$ cat config.mk
export PLATFORM = sky130hd
export DESIGN_NAME = alu_bist_flat
export DESIGN_NICKNAME = d
export VERILOG_FILES = /design/src/rtl/alu_pkg.sv /design/src/rtl/alu_bist_if.sv /design/src/rtl/alu_bist_lfsr32.sv /design/src/rtl/alu_bist.sv /design/src/flat_wrapper.sv
export SDC_FILE = /design/constraint.sdc
export NUM_CORES = 1
export LEC_CHECK = 0
export CORE_UTILIZATION = 40
export DETAILED_ROUTE_END_ITERATION = 8
export HOLD_SLACK_MARGIN = 0.06
export PLACE_DENSITY_LB_ADDON = 0.2
export SETUP_SLACK_MARGIN = 0.3
export SLEW_MARGIN = 20
export SYNTH_ARGS = -nofsm -noshare
export SYNTH_HDL_FRONTEND = slang
export SYNTH_SLANG_ARGS = --single-unit
$ cat constraint.sdc
create_clock -name clk -period 16 [get_ports clk]
set_input_delay 1.6 -clock clk [delete_from_list [all_inputs] [get_ports clk]]
set_output_delay 1.6 -clock clk [all_outputs]
set_load 0.005 [all_outputs]
$ cat src/rtl/alu_pkg.sv
// alu_pkg: opcodes, FSM encoding and LFSR taps shared by the ALU self-test block.
package alu_pkg;
    localparam logic [2:0] OP_AND = 3'b000;
    localparam logic [2:0] OP_OR  = 3'b001;
    localparam logic [2:0] OP_ADD = 3'b010;
    localparam logic [2:0] OP_SUB = 3'b110;
    localparam logic [2:0] OP_SLT = 3'b111;
    localparam logic [31:0] LFSR_TAPS = 32'h8020_0003;
    typedef enum logic [1:0] {S_IDLE, S_DRIVE, S_CHECK, S_DONE} state_e;
    function automatic logic [2:0] next_op(logic [2:0] op);
        return op == OP_AND ? OP_OR  :
               op == OP_OR  ? OP_ADD :
               op == OP_ADD ? OP_SUB :
               op == OP_SUB ? OP_SLT : OP_AND;
    endfunction
endpackage

$ cat src/rtl/alu_bist_if.sv
// alu_bist_if: operand/opcode bus from the self-test block to the ALU under test.
interface alu_bist_if;
    logic [31:0] alu_a;
    logic [31:0] alu_b;
    logic [2:0]  alu_op;
    logic [31:0] alu_z;
    logic        alu_ex;
    modport master (output alu_a, alu_b, alu_op, input alu_z, alu_ex);
    modport slave  (input alu_a, alu_b, alu_op, output alu_z, alu_ex);
endinterface

$ cat src/rtl/alu_bist_lfsr32.sv
// lfsr32: 32-bit right-shifting Galois LFSR with seed load; a zero seed becomes 1.
module lfsr32 import alu_pkg::*; #(
    parameter logic [31:0] SEED = 32'h1
) (
    input  logic        clk,
    input  logic        rst_n,
    input  logic        load,
    input  logic        step,
    output logic [31:0] q
);
    localparam logic [31:0] INIT = (SEED == 32'h0) ? 32'h1 : SEED;
    logic [31:0] q_q, q_d;
    always_comb q_d = load ? INIT : step ? ({1'b0, q_q[31:1]} ^ (q_q[0] ? LFSR_TAPS : 32'h0)) : q_q;
    always_ff @(posedge clk or negedge rst_n) begin
        if (!rst_n) q_q <= '0;
        else        q_q <= q_d;
    end
    assign q = q_q;
endmodule

$ cat src/rtl/alu_bist.sv
// alu_bist: drives pseudo-random operand pairs through five opcodes to an ALU and
// checks each result and zero flag, recording the error count and first failure.
module alu_bist import alu_pkg::*; #(
    parameter int unsigned N_VECTORS = 10,
    parameter logic [31:0] SEED_A    = 32'h1234_5678,
    parameter logic [31:0] SEED_B    = 32'h8765_4321
) (
    input  logic            clk,
    input  logic            rst_n,
    input  logic            start,
    alu_bist_if.master      alu,
    output logic            busy,
    output logic            done,
    output logic            pass,
    output logic [15:0]     err_count,
    output logic [15:0]     fail_vec,
    output logic [2:0]      fail_op
);
    localparam logic [15:0] LAST_VEC = 16'(N_VECTORS - 1);
    state_e      state_q, state_d;
    logic [2:0]  op_q, op_d, fail_op_q, fail_op_d;
    logic [15:0] vec_q, vec_d, err_q, err_d, fail_vec_q, fail_vec_d;
    logic        busy_q, busy_d, done_q, done_d, pass_q, pass_d;
    logic [31:0] a_q, b_q, exp_z;
    logic        accept, mismatch, step, finish;
    lfsr32 #(.SEED(SEED_A)) u_lfsr_a (.clk(clk), .rst_n(rst_n), .load(accept), .step(step), .q(a_q));
    lfsr32 #(.SEED(SEED_B)) u_lfsr_b (.clk(clk), .rst_n(rst_n), .load(accept), .step(step), .q(b_q));
    always_comb begin
        accept   = (state_q == S_IDLE || state_q == S_DONE) && start;
        exp_z    = op_q == OP_AND ? a_q & b_q :
                   op_q == OP_OR  ? a_q | b_q :
                   op_q == OP_ADD ? a_q + b_q :
                   op_q == OP_SUB ? a_q + ~b_q + 32'd1 :
                   {31'b0, $signed(a_q) < $signed(b_q)};
        mismatch = state_q == S_CHECK && (alu.alu_z != exp_z || alu.alu_ex != (exp_z == 32'h0));
        step     = state_q == S_CHECK && op_q == OP_SLT;
        finish   = step && vec_q == LAST_VEC;
        state_d  = accept ? S_DRIVE :
                   state_q == S_DRIVE ? S_CHECK :
                   state_q == S_CHECK ? (finish ? S_DONE : S_DRIVE) : state_q;
        op_d     = accept ? OP_AND : state_q == S_CHECK ? next_op(op_q) : op_q;
        vec_d    = accept ? 16'h0 : step ? vec_q + 16'd1 : vec_q;
        err_d    = accept ? 16'h0 : (mismatch && err_q != 16'hFFFF) ? err_q + 16'd1 : err_q;
        // only the first mismatch of a run is recorded
        fail_vec_d = accept ? 16'h0 : (mismatch && err_q == 16'h0) ? vec_q : fail_vec_q;
        fail_op_d  = accept ? 3'b000 : (mismatch && err_q == 16'h0) ? op_q : fail_op_q;
        busy_d   = state_d == S_DRIVE || state_d == S_CHECK;
        done_d   = state_d == S_DONE;
        pass_d   = state_d == S_DONE && err_d == 16'h0;
    end
    always_ff @(posedge clk or negedge rst_n) begin
        if (!rst_n) begin
            state_q    <= S_IDLE;
            op_q       <= 3'b000;
            vec_q      <= '0;
            err_q      <= '0;
            fail_vec_q <= '0;
            fail_op_q  <= '0;
            busy_q     <= 1'b0;
            done_q     <= 1'b0;
            pass_q     <= 1'b0;
        end else begin
            state_q    <= state_d;
            op_q       <= op_d;
            vec_q      <= vec_d;
            err_q      <= err_d;
            fail_vec_q <= fail_vec_d;
            fail_op_q  <= fail_op_d;
            busy_q     <= busy_d;
            done_q     <= done_d;
            pass_q     <= pass_d;
        end
    end
    assign alu.alu_a  = a_q;
    assign alu.alu_b  = b_q;
    assign alu.alu_op = op_q;
    assign busy       = busy_q;
    assign done       = done_q;
    assign pass       = pass_q;
    assign err_count  = err_q;
    assign fail_vec   = fail_vec_q;
    assign fail_op    = fail_op_q;
endmodule

$ cat src/flat_wrapper.sv
// flat-port wrapper written by rule: the top's interface ports become plain ports
module alu_bist_flat import alu_pkg::*;
#(
    parameter int unsigned N_VECTORS = 10,
    parameter logic [31:0] SEED_A    = 32'h1234_5678,
    parameter logic [31:0] SEED_B    = 32'h8765_4321
)
  (clk, rst_n, start, busy, done, pass, err_count, fail_vec, fail_op, alu_alu_a, alu_alu_b, alu_alu_op, alu_alu_z, alu_alu_ex);
  alu_bist_if alu_i ();
  input  logic clk;
  input  logic rst_n;
  input  logic start;
  output logic busy;
  output logic done;
  output logic pass;
  output logic [15:0] err_count;
  output logic [15:0] fail_vec;
  output logic [2:0] fail_op;
  output wire logic [$bits(alu_i.alu_a)-1:0] alu_alu_a;
  output wire logic [$bits(alu_i.alu_b)-1:0] alu_alu_b;
  output wire logic [$bits(alu_i.alu_op)-1:0] alu_alu_op;
  input wire logic [$bits(alu_i.alu_z)-1:0] alu_alu_z;
  input wire logic [$bits(alu_i.alu_ex)-1:0] alu_alu_ex;
  assign alu_alu_a = alu_i.alu_a;
  assign alu_alu_b = alu_i.alu_b;
  assign alu_alu_op = alu_i.alu_op;
  assign alu_i.alu_z = alu_alu_z;
  assign alu_i.alu_ex = alu_alu_ex;
  alu_bist #(.N_VECTORS(N_VECTORS), .SEED_A(SEED_A), .SEED_B(SEED_B)) u_core (.clk(clk), .rst_n(rst_n), .start(start), .alu(alu_i), .busy(busy), .done(done), .pass(pass), .err_count(err_count), .fail_vec(fail_vec), .fail_op(fail_op));
endmodule
==> flow_summary.json <==
{
  "wl_met1_um": 23040,
  "start_kind": "register",
  "path_clk_slew_ns": 0.06,
  "wire_per_inst_um": 24.34,
  "grt_overflow": 0,
  "hold_viol_final": 0,
  "max_freq_mhz": 156.6,
  "multi_input_area_um2": 8516,
  "path_max_fanout": 12,
  "worstPathArrival_ns": 6.76,
  "yosys_warnings": 0,
  "synth_ff_type": "dfrtp_1",
  "timing.critical_path.cells": "inv_1 > ha_1 > nor4_1 > o31ai_1 > a41oi_1 > a21o_1 > nand4_1 > o21ai_0 > mux2i_1 > a211oi_1 > o2111ai_1 > nor4_4 > nor4b_2 > buf_4 > nor4_4 > and3_2 > mux2i_1 > a31oi_1 > and3b_1",
  "cpPeakStageDelay_ns": 0.67,
  "timing.rr.start": "u_core.u_lfsr_a.q[4]$_DFFE_PN0P_",
  "dpl_cell_area_um2": 14030,
  "cap_violations": 0,
  "worstSetupPathType": "reg2reg",
  "whs_path_depth": 2,
  "async_reset_ff_share_pct": 100.0,
  "top_layer_used": "met4",
  "cts_max_level": 4,
  "grt_pass1_wl_um": 76600,
  "ios": 141,
  "final_common_cell": "nand2_1",
  "dp.cells": 2077,
  "post_cts_buffers": 0,
  "regArea_um2": 3079,
  "vias": 13200,
  "clock_latency_ns": 0.44,
  "track_usage_pct": 32.21,
  "synth_seq_cells": 123,
  "relSlewSlack_pct": 31.49,
  "p_per_area_nw_per_um2": 90.00,
  "drc": 0,
  "place.gp.congestion": 1.017,
  "slowest_stage": "nor4_1",
  "syn_avg_cell_area_um2": 7.669,
  "layout_setup_ws_ns": 9.614,
  "synth.distinct_cells": 94,
  "post-route-min-period_ns": 6.386,
  "rsz0062_at_grt": "no",
  "end_kind": "register",
  "finalSetupViolCount": 0,
  "slew_violations": 0,
  "min_to": "u_core.fail_op[1]$_DFFE_PN0P_",
  "skew_ns": 0.01787,
  "first_iter_violations": 1521,
  "hold_path.startpoint": "u_core.fail_op[1]$_DFFE_PN0P_",
  "cts_resized": 0,
  "via_per_inst": 6.258,
  "wl_met3_um": 4689,
  "leakage_nw": 6.179,
  "peakVddDrop_mv": 0.1334,
  "setup_tns_ns": 0,
  "fin_cells": 2109,
  "cp_data_required_time_ns": 16.37,
  "r2r_cells": 19,
  "rows": 64,
  "grt_max_degree": 97,
  "totalWireLength_um": 51330,
  "cts_hold_buf": 0,
  "rrSetupSlack_ns": 9.61,
  "die_h_um": 178.2,
  "dpl.hpwl_um": 38720,
  "antenna_found_initial": 0,
  "synth_fp_nets": 1761,
  "clockBufferDepth": 2,
  "die_area_um2": 31750,
  "most-common-layout-cells": "200 x nand2_1, 142 x a21oi_1, 142 x nor2_1",
  "start_util_pct": 40.59,
  "routed-wl-met2_um": 22420,
  "status": "completed",
  "tightest_slew_ns": 1.028,
  "grt_pass1_vias": 12270,
  "finalCritPeriodShare_pct": 39.91,
  "syn_area_um2": 12420,
  "first_pass_iters": 8,
  "die_w_um": 178.2,
  "post-route-util_pct": 47.93,
  "cts_buffers": 17,
  "port_buffers": 140,
  "cts_tree": "done",
  "hold_class": "reg2reg",
  "fin_nets": 1842,
  "syn2layout_area_growth_pct": 18.08,
  "stdcell_area_um2": 14660,
  "cts.sinks": 123,
  "ant_nets": 0,
  "nFillCells": 3114,
  "reg2reg_to": "u_core.pass$_DFF_PN0_",
  "synth_enable_flop_cells": 0,
  "synth_cells": 1619,
  "cts_root_buffer": "clkbuf_16",
  "place_ws_ns": 9.384,
  "seq_area_frac_synth_pct": 24.79,
  "core-area_um2": 30590,
  "drive_above_1_share_pct": 5.724
}
sequential cells by signal, summed over array words and instances (netlist names), 2 cells and up:
name / cells
u_core.u_lfsr_a.q: 32
u_core.u_lfsr_b.q: 32
u_core.err_count: 16
u_core.fail_vec: 16
u_core.vec_q: 16
u_core.alu.alu_op: 3
u_core.fail_op: 3
u_core.state_q: 2
metal layers:
| layer | vias to the layer above | GRT usage, % |
|---|---|---|
| li1 | 5984 | - |
| met1 | 6481 | 45.88 |
| met2 | 658 | 48.61 |
| met3 | 76 | 6.500 |
| met4 | 0 | 9.816 |
| met5 | - | 0 |
worst max-delay path by stage:
stage | from | endpoint | cells past startpoint
after floorplan | u_core.u_lfsr_a.q[0]$_DFFE_PN0P_ | u_core.pass$_DFF_PN0_ | 20
after global placement | alu_alu_z[26] | u_core.fail_vec[13]$_DFFE_PN0P_ | 15
after detailed placement | alu_alu_z[26] | u_core.fail_vec[13]$_DFFE_PN0P_ | 15
after CTS | u_core.u_lfsr_a.q[4]$_DFFE_PN0P_ | u_core.fail_vec[13]$_DFFE_PN0P_ | 17
after global routing | u_core.u_lfsr_a.q[4]$_DFFE_PN0P_ | u_core.pass$_DFF_PN0_ | 19
final | u_core.u_lfsr_a.q[4]$_DFFE_PN0P_ | u_core.pass$_DFF_PN0_ | 19
metrics by stage:
step	hold slack, ns	power, W
floorplan	0.5041	0.0006938
global placement	0.5105	0.0008911
detailed placement	0.5168	0.0008907
CTS	0.5353	0.001314
global route	0.5647	0.001373
finish	0.5265	0.001319
critical path: cells and delay by family, from the launching register on:
kind,cells,cell delay (ns)
adder cells (fa/ha/maj),1,0.45
multiplexers,2,0.40
AND/OR/NAND/NOR,7,2.15
AO/OA/AOI/OAI,7,2.52
buffers and inverters,2,0.32
flip-flops,1,0.47
Yosys cell counts (all sizes together) (18+ instances only):
library cell,n,share of area (%)
clkbuf,60,1.8
nor2,145,4.4
inv,114,3.4
nand2,200,6.0
nand4,30,1.5
nand3,41,1.7
o211ai,53,3.2
a211oi,18,1.1
a21oi,144,5.9
ha,104,10
xnor2,44,3.1
nor2b,22,1.2
or3,18,0.91
nor3,43,1.7
dfrtp,123,25
nor4,29,1.7
buf,33,1.6
mux2i,44,3.6
o31ai,20,1.2
o21ai,73,2.9
xor2,31,2.2
cells by family after synthesis:
logic type / Yosys count / synth area share, %
and+or+nand+nor: 616 / 24.55
AOI/OAI and AO/OA: 441 / 23.58
buffers and inverters: 208 / 6.863
DFF: 123 / 24.79
adders and majority gates: 106 / 10.80
xor gates and xnor gates: 75 / 5.291
muxes: 50 / 4.122
where the power goes:
part	switching [W]	total, W	internal [W]	leakage (nW)
Combinational	0.000378	0.000563	0.000185	4.31
Sequential	0.0000125	0.000338	0.000326	1.57
Clock	0.000157	0.000418	0.000261	0.305
Total	0.000548	0.00132	0.000772	6.18
area by class of cell:
type	instances	area share, %
multi-input combinational	1288	58.09
sequential	123	21.00
timing repair buffer	155	10.34
tap	396	3.380
inverter	115	2.944
clock buffer	18	2.927
clock inverter	13	1.306
antenna	1	0.01707
No activity file was read; power rests on OpenSTA's default activity.
